### config.mk
export PLATFORM = sky130hd
export DESIGN_NAME = param_loader
export DESIGN_NICKNAME = d
export VERILOG_FILES = /design/src/rtl/param_loader_pkg.sv /design/src/rtl/param_loader_rd_pipe.sv /design/src/rtl/param_loader.sv
export SDC_FILE = /design/constraint.sdc
export NUM_CORES = 1
export LEC_CHECK = 0
export ABC_AREA = 1
export BUFFER_PORTS_ARGS = -buffer_cell sky130_fd_sc_hd__buf_4
export CAP_MARGIN = 10
export CORE_ASPECT_RATIO = 0.6
export CORE_MARGIN = 5
export CORE_UTILIZATION = 50
export CTS_BUF_LIST = sky130_fd_sc_hd__clkbuf_8
export DETAILED_ROUTE_END_ITERATION = 16
export PLACE_DENSITY = 0.8
export SETUP_SLACK_MARGIN = 0.5
export SYNTH_ARGS = -nofsm -noshare
export SYNTH_HDL_FRONTEND = slang
export SYNTH_SLANG_ARGS = --single-unit
### constraint.sdc
create_clock -name clk -period 1.8 [get_ports clk]
set_input_delay 0.18 -clock clk [delete_from_list [all_inputs] [get_ports clk]]
set_output_delay 0.18 -clock clk [all_outputs]
set_load 0.05 [all_outputs]
### src/rtl/param_loader_pkg.sv
// Shared types and constants for the layer parameter loaders.
// The state encoding and per-layer BRAM base addresses live here so every loader instance agrees on them.
package param_loader_pkg;

  typedef enum logic [1:0] {
    IDLE  = 2'd0,
    ISSUE = 2'd1,
    DRAIN = 2'd2,
    DONE  = 2'd3
  } state_t;

  // Start of the layer-1 bias block in the shared parameter BRAM.
  localparam int unsigned L1_BIAS_BASE = 16432;

  localparam int RD_LAT_MAX = 4;

endpackage

### src/rtl/param_loader_rd_pipe.sv
// Read-return tracker: a DEPTH-stage valid shift register that marks the cycle on which
// each issued BRAM read presents its data. The flush input discards in-flight reads when a new load starts.
module bram_rd_pipe #(
  parameter int DEPTH = 2
) (
  input  logic clk,
  input  logic rst_n,
  input  logic flush,
  input  logic valid_in,
  output logic valid_out
);

  logic [DEPTH-1:0] sr;

  // NOTE: state registers use non-blocking assignments so every flop samples pre-edge values.
  always_ff @(posedge clk or negedge rst_n) begin
    if (!rst_n) begin
      sr <= '0;
    end else if (flush) begin
      sr <= '0;
    end else begin
      sr <= (sr << 1) | DEPTH'(valid_in);
    end
  end

  assign valid_out = sr[DEPTH-1];

endmodule

### src/rtl/param_loader.sv
// Streams TOTAL_WORDS consecutive BRAM words into a packed, register-backed parameter vector.
// Word k of the run lands at data_out[k*BRAM_W +: BRAM_W], so each element is little-endian in address order.
module param_loader
  import param_loader_pkg::*;
#(
  parameter int          NUM_ELEMS   = 8,
  parameter int          ELEM_W      = 8,
  parameter int          BRAM_W      = 8,
  parameter int          ADDR_WIDTH  = 15,
  parameter int unsigned BASE_ADDR   = L1_BIAS_BASE,
  parameter int          RD_LAT      = 2,
  parameter int          TOTAL_WORDS = NUM_ELEMS * ELEM_W / BRAM_W
) (
  input  logic                        clk,
  input  logic                        rst_n,
  input  logic                        start,
  input  logic                        use_ext_base,
  input  logic [ADDR_WIDTH-1:0]       ext_base,
  output logic                        bram_en,
  output logic                        bram_ren,
  output logic [ADDR_WIDTH-1:0]       bram_addr,
  input  logic [BRAM_W-1:0]           bram_dout,
  output logic [NUM_ELEMS*ELEM_W-1:0] data_out,
  output logic                        busy,
  output logic                        done
);

  localparam int CNT_W = $clog2(TOTAL_WORDS + 1);

  if (NUM_ELEMS == 0) begin : g_err_elems
    $error("param_loader: NUM_ELEMS must be non-zero");
  end
  if (ELEM_W % BRAM_W != 0) begin : g_err_width
    $error("param_loader: ELEM_W must be a multiple of BRAM_W");
  end
  if (RD_LAT < 1 || RD_LAT > RD_LAT_MAX) begin : g_err_lat
    $error("param_loader: RD_LAT must be in 1..RD_LAT_MAX");
  end

  state_t             state, state_nxt;
  logic [CNT_W-1:0]   issue_cnt;
  logic [CNT_W-1:0]   wr_ptr;
  logic               accept;
  logic               last_issue;
  logic               rd_valid;

  assign accept     = start && (state == IDLE || state == DONE);
  assign last_issue = (issue_cnt == CNT_W'(TOTAL_WORDS - 1));

  always_ff @(posedge clk or negedge rst_n) begin
    if (!rst_n) state <= IDLE;
    else        state <= state_nxt;
  end

  // NOTE: every signal driven here gets a default first so no path leaves it unassigned (no latches).
  always_comb begin
    state_nxt = state;
    bram_en   = 1'b0;
    bram_ren  = 1'b0;
    busy      = 1'b0;
    done      = 1'b0;
    unique case (state)
      IDLE: begin
        if (start) state_nxt = ISSUE;
      end
      ISSUE: begin
        bram_en  = 1'b1;
        bram_ren = 1'b1;
        busy     = 1'b1;
        if (last_issue) state_nxt = DRAIN;
      end
      DRAIN: begin
        bram_en = 1'b1;
        busy    = 1'b1;
        if (wr_ptr == CNT_W'(TOTAL_WORDS)) state_nxt = DONE;
      end
      DONE: begin
        done = 1'b1;
        if (start) state_nxt = ISSUE;
      end
      default: state_nxt = IDLE;
    endcase
  end

  // Every ISSUE cycle presents one read; the pipe raises rd_valid when its data is on bram_dout.
  bram_rd_pipe #(.DEPTH(RD_LAT)) u_rd_pipe (
    .clk       (clk),
    .rst_n     (rst_n),
    .flush     (accept),
    .valid_in  (state == ISSUE),
    .valid_out (rd_valid)
  );

  // NOTE: data_out is a flop vector, not a RAM, so it is reset; an aborted load must leave no partial contents.
  always_ff @(posedge clk or negedge rst_n) begin
    if (!rst_n) begin
      bram_addr <= ADDR_WIDTH'(BASE_ADDR);
      issue_cnt <= '0;
      wr_ptr    <= '0;
      data_out  <= '0;
    end else begin
      if (rd_valid) begin
        data_out[wr_ptr*BRAM_W +: BRAM_W] <= bram_dout;
        wr_ptr                            <= wr_ptr + CNT_W'(1);
      end
      if (accept) begin
        bram_addr <= use_ext_base ? ext_base : ADDR_WIDTH'(BASE_ADDR);
        issue_cnt <= '0;
        wr_ptr    <= '0;
      end else if (state == ISSUE && !last_issue) begin
        // Address wraps modulo 2^ADDR_WIDTH by plain overflow.
        bram_addr <= bram_addr + ADDR_WIDTH'(1);
        issue_cnt <= issue_cnt + CNT_W'(1);
      end
    end
  end

endmodule
==> flow_metrics.env, run 1 <==
export IMPL_drv_cap=0
export IMPL_rows=26
export IMPL_drtIter0Drc=577
export IMPL_seq_area_frac_synth_pct=51.8
export IMPL_vias=4789
export IMPL_ctsHtreeMaxLevel=3
export IMPL_grt_max_degree=45
export IMPL_routabilityCongestion=0.928
export IMPL_grt_total_usage_pct=28.2
export IMPL_yosysWarnings=0
export IMPL_hold_viol=0
export IMPL_final_cell_mix="buf_4 (140), nand2_1 (116), dfrtp_1 (78)"
export IMPL_hold_path_class="primary input to register"
export IMPL_viasPerCell=6.05
export IMPL_grt_overflow=0
export IMPL_dieWidth_um=131
export IMPL_ys_ff_latch=91
export IMPL_synth_area_mm2=0.00440
export IMPL_die_area_mm2=0.0108
export IMPL_cts_root_buf="clkbuf_8"
export IMPL_crit_path_end_kind="register"
export IMPL_placedCellCount=720
export IMPL_max_stage_delay_ns=0.45
export IMPL_worstSkewPairLatency_ns=0.36
export IMPL_cts_buffers=9
export IMPL_fin_crit_sh_pct=101
export IMPL_async_flop_share_pct=100
export IMPL_syn_instance_count=501
export IMPL_syn2layout_area_growth_pct=56.5
export IMPL_io_pins=110
export IMPL_pre_cts_slack_ns=0.0502
export IMPL_finalMaxSlewViolations=0
export IMPL_dr_pass1_iters=6
export IMPL_cts_tree="yes"
export IMPL_n_fill_cell=476
export IMPL_path_common_cell="nand2_1"
export IMPL_rsz0062_at_grt="yes"
export IMPL_nets=714
export IMPL_instances_no_fill=792
export IMPL_core_mm2=0.00856
export IMPL_cp_arrival_ns=2.08
export IMPL_grt_pass1_wl_um=24100
export IMPL_final_common_cell="buf_4"
export IMPL_wl_um=17300
export IMPL_final_min_clock_period_ns=1.83
export IMPL_post_dp_hpwl_um=9190
export IMPL_port_buffers=109
export IMPL_ant_nets=0
export IMPL_synth_cell_types=41
export IMPL_worstPathMaxFanout=8
export IMPL_fin_ws_ns=-0.0269
export IMPL_fp_dieH_um=82.7
export IMPL_fin_tns_setup_ns=-0.207
export IMPL_cts_buffer_depth=2
export IMPL_crit_type="register to register"
export IMPL_violations="setup timing"
export IMPL_utilization_pct=80.5
export IMPL_drc=0
export IMPL_drive_above_1_share_pct=49.6
export IMPL_wire_per_inst_um=21.9
export IMPL_avgSynthCellArea_um2=8.79
export IMPL_clock_skew_ns=0.0134
export IMPL_start_util_pct=51.5
export IMPL_ys_flop_type="dfrtp_1"
export IMPL_status="complete, but fails checks"
export IMPL_clock_sinks=91
export IMPL_syn_nets=540
export IMPL_clock_fmax_ghz=0.547
export IMPL_worst_pin_slew_ns=0.466
export IMPL_clkTransAtPathRegs_ns=0.10
export IMPL_start_kind="register"
export IMPL_slowest_stage="dfrtp_1"
export IMPL_antennaDiodeCount=0
export IMPL_grt_antenna_before_repair=0
export IMPL_cp_cell_sequence="nor3_4, ha_4, nand2_2, inv_4, nand2_1, nor2_4, nand3_4, nand2_1, o21ai_2"
export IMPL_setup_violations=10
export IMPL_slew_headroom_pct=68.9
export IMPL_cp_required_ns=2.06
export IMPL_synth_edf_count=0
export IMPL_grt_pass1_vias=4505
## worst paths after layout
check,startpoint,to,slack [ns],cells past startpoint
worst max-delay path,wr_ptr[2],data_out[37],-0.03,9
min in group asynchronous,rst_n,bram_addr[1],0.29,2
worst min-delay path,ext_base[2],bram_addr[2],0.09,3
max in group asynchronous,rst_n,bram_addr[8],0.85,3
worst min register to register,u_rd_pipe.sr[0],u_rd_pipe.sr[1],0.51,2
worst max register to register,wr_ptr[2],data_out[37],-0.03,9
## cell families (layout without fill, tap and decap cells)
| group | Yosys count | after routing | share of synthesized area, % |
|---|---|---|---|
| compound gates | 99 | 99 | 13.3 |
| xor+xnor | 1 | 1 | 0.370 |
| fa+ha+maj | 12 | 12 | 3.41 |
| buf+inv | 56 | 231 | 5.60 |
| flops | 91 | 91 | 51.8 |
| mux | 4 | 4 | 1.02 |
| simple gates | 238 | 242 | 24.5 |
## synthesized netlist by cell type (12+ instances only)
| cell type | instances | area [µm²] |
|---|---|---|
| nand4_1 | 19 | 119 |
| nand2_1 | 133 | 499 |
| o21ai_2 | 17 | 149 |
| nand3_1 | 25 | 125 |
| o21ai_0 | 13 | 65.1 |
| a21oi_1 | 13 | 65.1 |
| ha_1 | 12 | 150 |
| buf_2 | 12 | 60.1 |
| o21ai_1 | 45 | 225 |
| nor2_1 | 38 | 143 |
| dfrtp_1 | 88 | 2200 |
| inv_1 | 33 | 124 |
## state kept, by name, indices dropped and copies added (netlist names)
name	cells
bram_addr	15
data_out	64
issue_cnt	4
state	2
wr_ptr	4
u_rd_pipe.sr	2
## per-stage QoR
| step | hold slack [ns] | area, µm² |
|---|---|---|
| floorplan | -0.116 | 4740 |
| global placement | 0.137 | 5680 |
| detailed placement | 0.141 | 5680 |
| CTS | 0.0703 | 6580 |
| global route | 0.0763 | 6890 |
| finish | 0.0883 | 6890 |
## area by class of cell
| cell class | instances | area (µm²) | share of cell area (%) |
|---|---|---|---|
| Clock buffer | 9 | 124 | 1.80 |
| Clock inverter | 7 | 43.8 | 0.636 |
| Inverter | 38 | 199 | 2.89 |
| Multi-Input combinational cell | 358 | 2500 | 36.3 |
| Sequential cell | 91 | 2300 | 33.4 |
| Tap cell | 112 | 140 | 2.03 |
| Timing Repair Buffer | 176 | 1560 | 22.7 |
| Timing Repair inverter | 1 | 16.3 | 0.236 |
## worst max-delay path, delay by kind of cell (launching register included)
family,cells,cell delay [ns]
and+or+nand+nor,6,0.93
DFF,1,0.45
adders and majority gates,1,0.19
buffers and inverters,1,0.09
AOI/OAI and AO/OA,1,0.05
## repair_timing
| item | CTS | global route |
|---|---|---|
| gates cloned | 6 | 1 |
| endpoints found under the setup margin | 94 | 97 |
| hold buffers | 1 | 0 |
| setup buffers | 35 | 13 |
| hold endpoints to repair | 23 | 0 |
| pin swaps | 26 | 19 |
| resized for setup | 84 | 48 |
## routing by layer
metal | wire (µm) | GRT usage (%) | part of all wire, % | vias to the layer above
met4 | 655 | 9.75 | 3.8 | 0
met3 | 1800 | 8.11 | 10 | 84
met1 | 7090 | 38.9 | 41 | 2326
li1 | - | - | - | 2037
met2 | 7790 | 43.4 | 45 | 342
met5 | 0 | 0 | 0 | -
Power of run 1 is left out: the tool's default activity adds up to more than one toggle a clock period on the data nets, which glitch-free logic cannot reach.
==> run 2: changes to the inputs <==
SETUP_SLACK_MARGIN = 0.3   (was 0.5)
==> run 2 against run 1 <==
  * The flow now finishes without violations
  * Hold slack improved by 0.0046 ns
  * Critical path depth did not move
  * Cell area fell by 7.9%
  * Final cell count fell by 4.4%
==> flow_metrics.env, run 2 (synthesis gave the netlist of run 1 again) <==
export IMPL_status="completed"
export IMPL_hold_path_class="primary input to register"
export IMPL_worstSkewPairLatency_ns=0.37
export IMPL_dieWidth_um=131
export IMPL_largest_reg_flops=64
export IMPL_die_area_mm2=0.0108
export IMPL_drive_above_1_share_pct=43.9
export IMPL_grt_pass1_vias=4221
export IMPL_final_cell_mix="buf_4 (129), nand2_1 (108), dfrtp_1 (82)"
export IMPL_final_min_clock_period_ns=1.77
export IMPL_grt_antenna_before_repair=0
export IMPL_fin_tns_setup_ns=0
export IMPL_dpl_instance_area_mm2=0.00559
export IMPL_viasPerCell=5.82
export IMPL_cp_arrival_ns=2.02
export IMPL_drv_cap=0
export IMPL_routabilityCongestion=0.888
export IMPL_wl_um=14500
export IMPL_dr_pass1_iters=5
export IMPL_finalMaxSlewViolations=0
export IMPL_clkTransAtPathRegs_ns=0.09
export IMPL_rsz0062_at_grt="yes"
export IMPL_core_mm2=0.00856
export IMPL_setup_violations=0
export IMPL_fp_dieH_um=82.7
export IMPL_final_common_cell="buf_4"
export IMPL_cts_tree="yes"
export IMPL_clock_skew_ns=0.0108
export IMPL_antennaDiodeCount=0
export IMPL_fin_crit_sh_pct=98.4
export IMPL_start_util_pct=51.5
export IMPL_io_pins=110
export IMPL_grt_total_usage_pct=25.2
export IMPL_post_dp_hpwl_um=9530
export IMPL_wire_per_inst_um=19.2
export IMPL_crit_path_end_kind="register"
export IMPL_ant_nets=0
export IMPL_syn2layout_area_growth_pct=44.1
export IMPL_ctsHtreeMaxLevel=3
export IMPL_vias=4409
export IMPL_worstPathMaxFanout=8
export IMPL_cts_buffers=9
export IMPL_clock_sinks=91
export IMPL_cts_root_buf="clkbuf_8"
export IMPL_rows=26
export IMPL_drtIter0Drc=482
export IMPL_slew_headroom_pct=69.5
export IMPL_clock_fmax_ghz=0.565
export IMPL_drc=0
export IMPL_n_fill_cell=554
export IMPL_port_buffers=109
export IMPL_hold_viol=0
export IMPL_top_register="data_out"
export IMPL_cp_required_ns=2.05
export IMPL_start_kind="register"
export IMPL_crit_type="register to register"
export IMPL_cts_buffer_depth=2
export IMPL_fin_area_mm2=0.00634
export IMPL_nets=680
export IMPL_reg_top3="data_out x64, bram_addr x15"
export IMPL_worst_pin_slew_ns=0.455
export IMPL_grt_overflow=0
export IMPL_grt_pass1_wl_um=21700
export IMPL_grt_max_degree=38
## run 2: changes by cell type in the layout (fill, tap and decap cells not counted), moves of 6 or more
cell / previous run / this run
buf_4: 140 / 129
nand2_2: 16 / 22
nor2_4: 11 / 5
buf_6: 21 / 8
nand2_1: 116 / 108
nor2_1: 21 / 30
## run 2: final timing paths
check / start / to / slack, ns / depth (start not counted)
worst max-delay path: wr_ptr[0] / data_out[34] / 0.03 / 9
worst min-delay path: ext_base[8] / bram_addr[8] / 0.09 / 3
worst max register to register: wr_ptr[0] / data_out[34] / 0.03 / 9
worst min register to register: u_rd_pipe.sr[0] / u_rd_pipe.sr[1] / 0.49 / 2
max in group asynchronous: rst_n / state[1] / 0.79 / 3
min in group asynchronous: rst_n / u_rd_pipe.sr[1] / 0.28 / 2
## run 2: layout make-up
type	count	area (µm²)	area share (%)
Clock buffer	9	124	1.95
Multi-Input combinational cell	357	2330	36.7
Clock inverter	6	106	1.68
Timing Repair Buffer	143	1160	18.3
Sequential cell	91	2290	36.1
Inverter	38	186	2.94
Timing Repair inverter	1	7.51	0.118
Tap cell	112	140	2.21
## run 2: through the flow
step / std cells / worst slack, ns / util, % / hold WS, ns
6_report: 757 / 0.0292 / 74.2 / 0.0930
5_1_grt: 757 / -0.0438 / 74.2 / 0.0972
4_1_cts: 754 / 0.0893 / 71.6 / 0.0833
3_5_place_dp: 723 / 0.0216 / 65.4 / 0.135
3_3_place_gp: 723 / 0.117 / 65.4 / 0.130
2_1_floorplan: 501 / 0.109 / - / -0.116
## run 2: repair_timing
item                       4_1_cts  5_1_grt
setup buffers                   12        1
setup endpoints to repair       88       89
hold endpoints to repair        27        0
gates resized for setup         52       51
cloned                           3        2
pin swaps                       24       19
hold buffers                     1        0
## run 2: worst max-delay path, stage by stage, from the launching register on
cell	delay, ns
dfrtp_2	0.48
nor3_4	0.23
ha_4	0.19
nand2_4	0.08
inv_6	0.08
nand2_4	0.05
nor2_4	0.15
nand3_4	0.20
nand2_4	0.12
o21ai_2	0.07
## run 2: metal layers
layer,up-vias,wire [µm],global-route usage (%),share of wire (%)
met3,45,1360,7.14,9.4
met2,245,6620,39.5,46
met4,0,306,7.47,2.1
li1,1957,-,-,-
met1,2162,6250,34.7,43
met5,-,0,0,0
Power of run 2 is left out for the same reason.
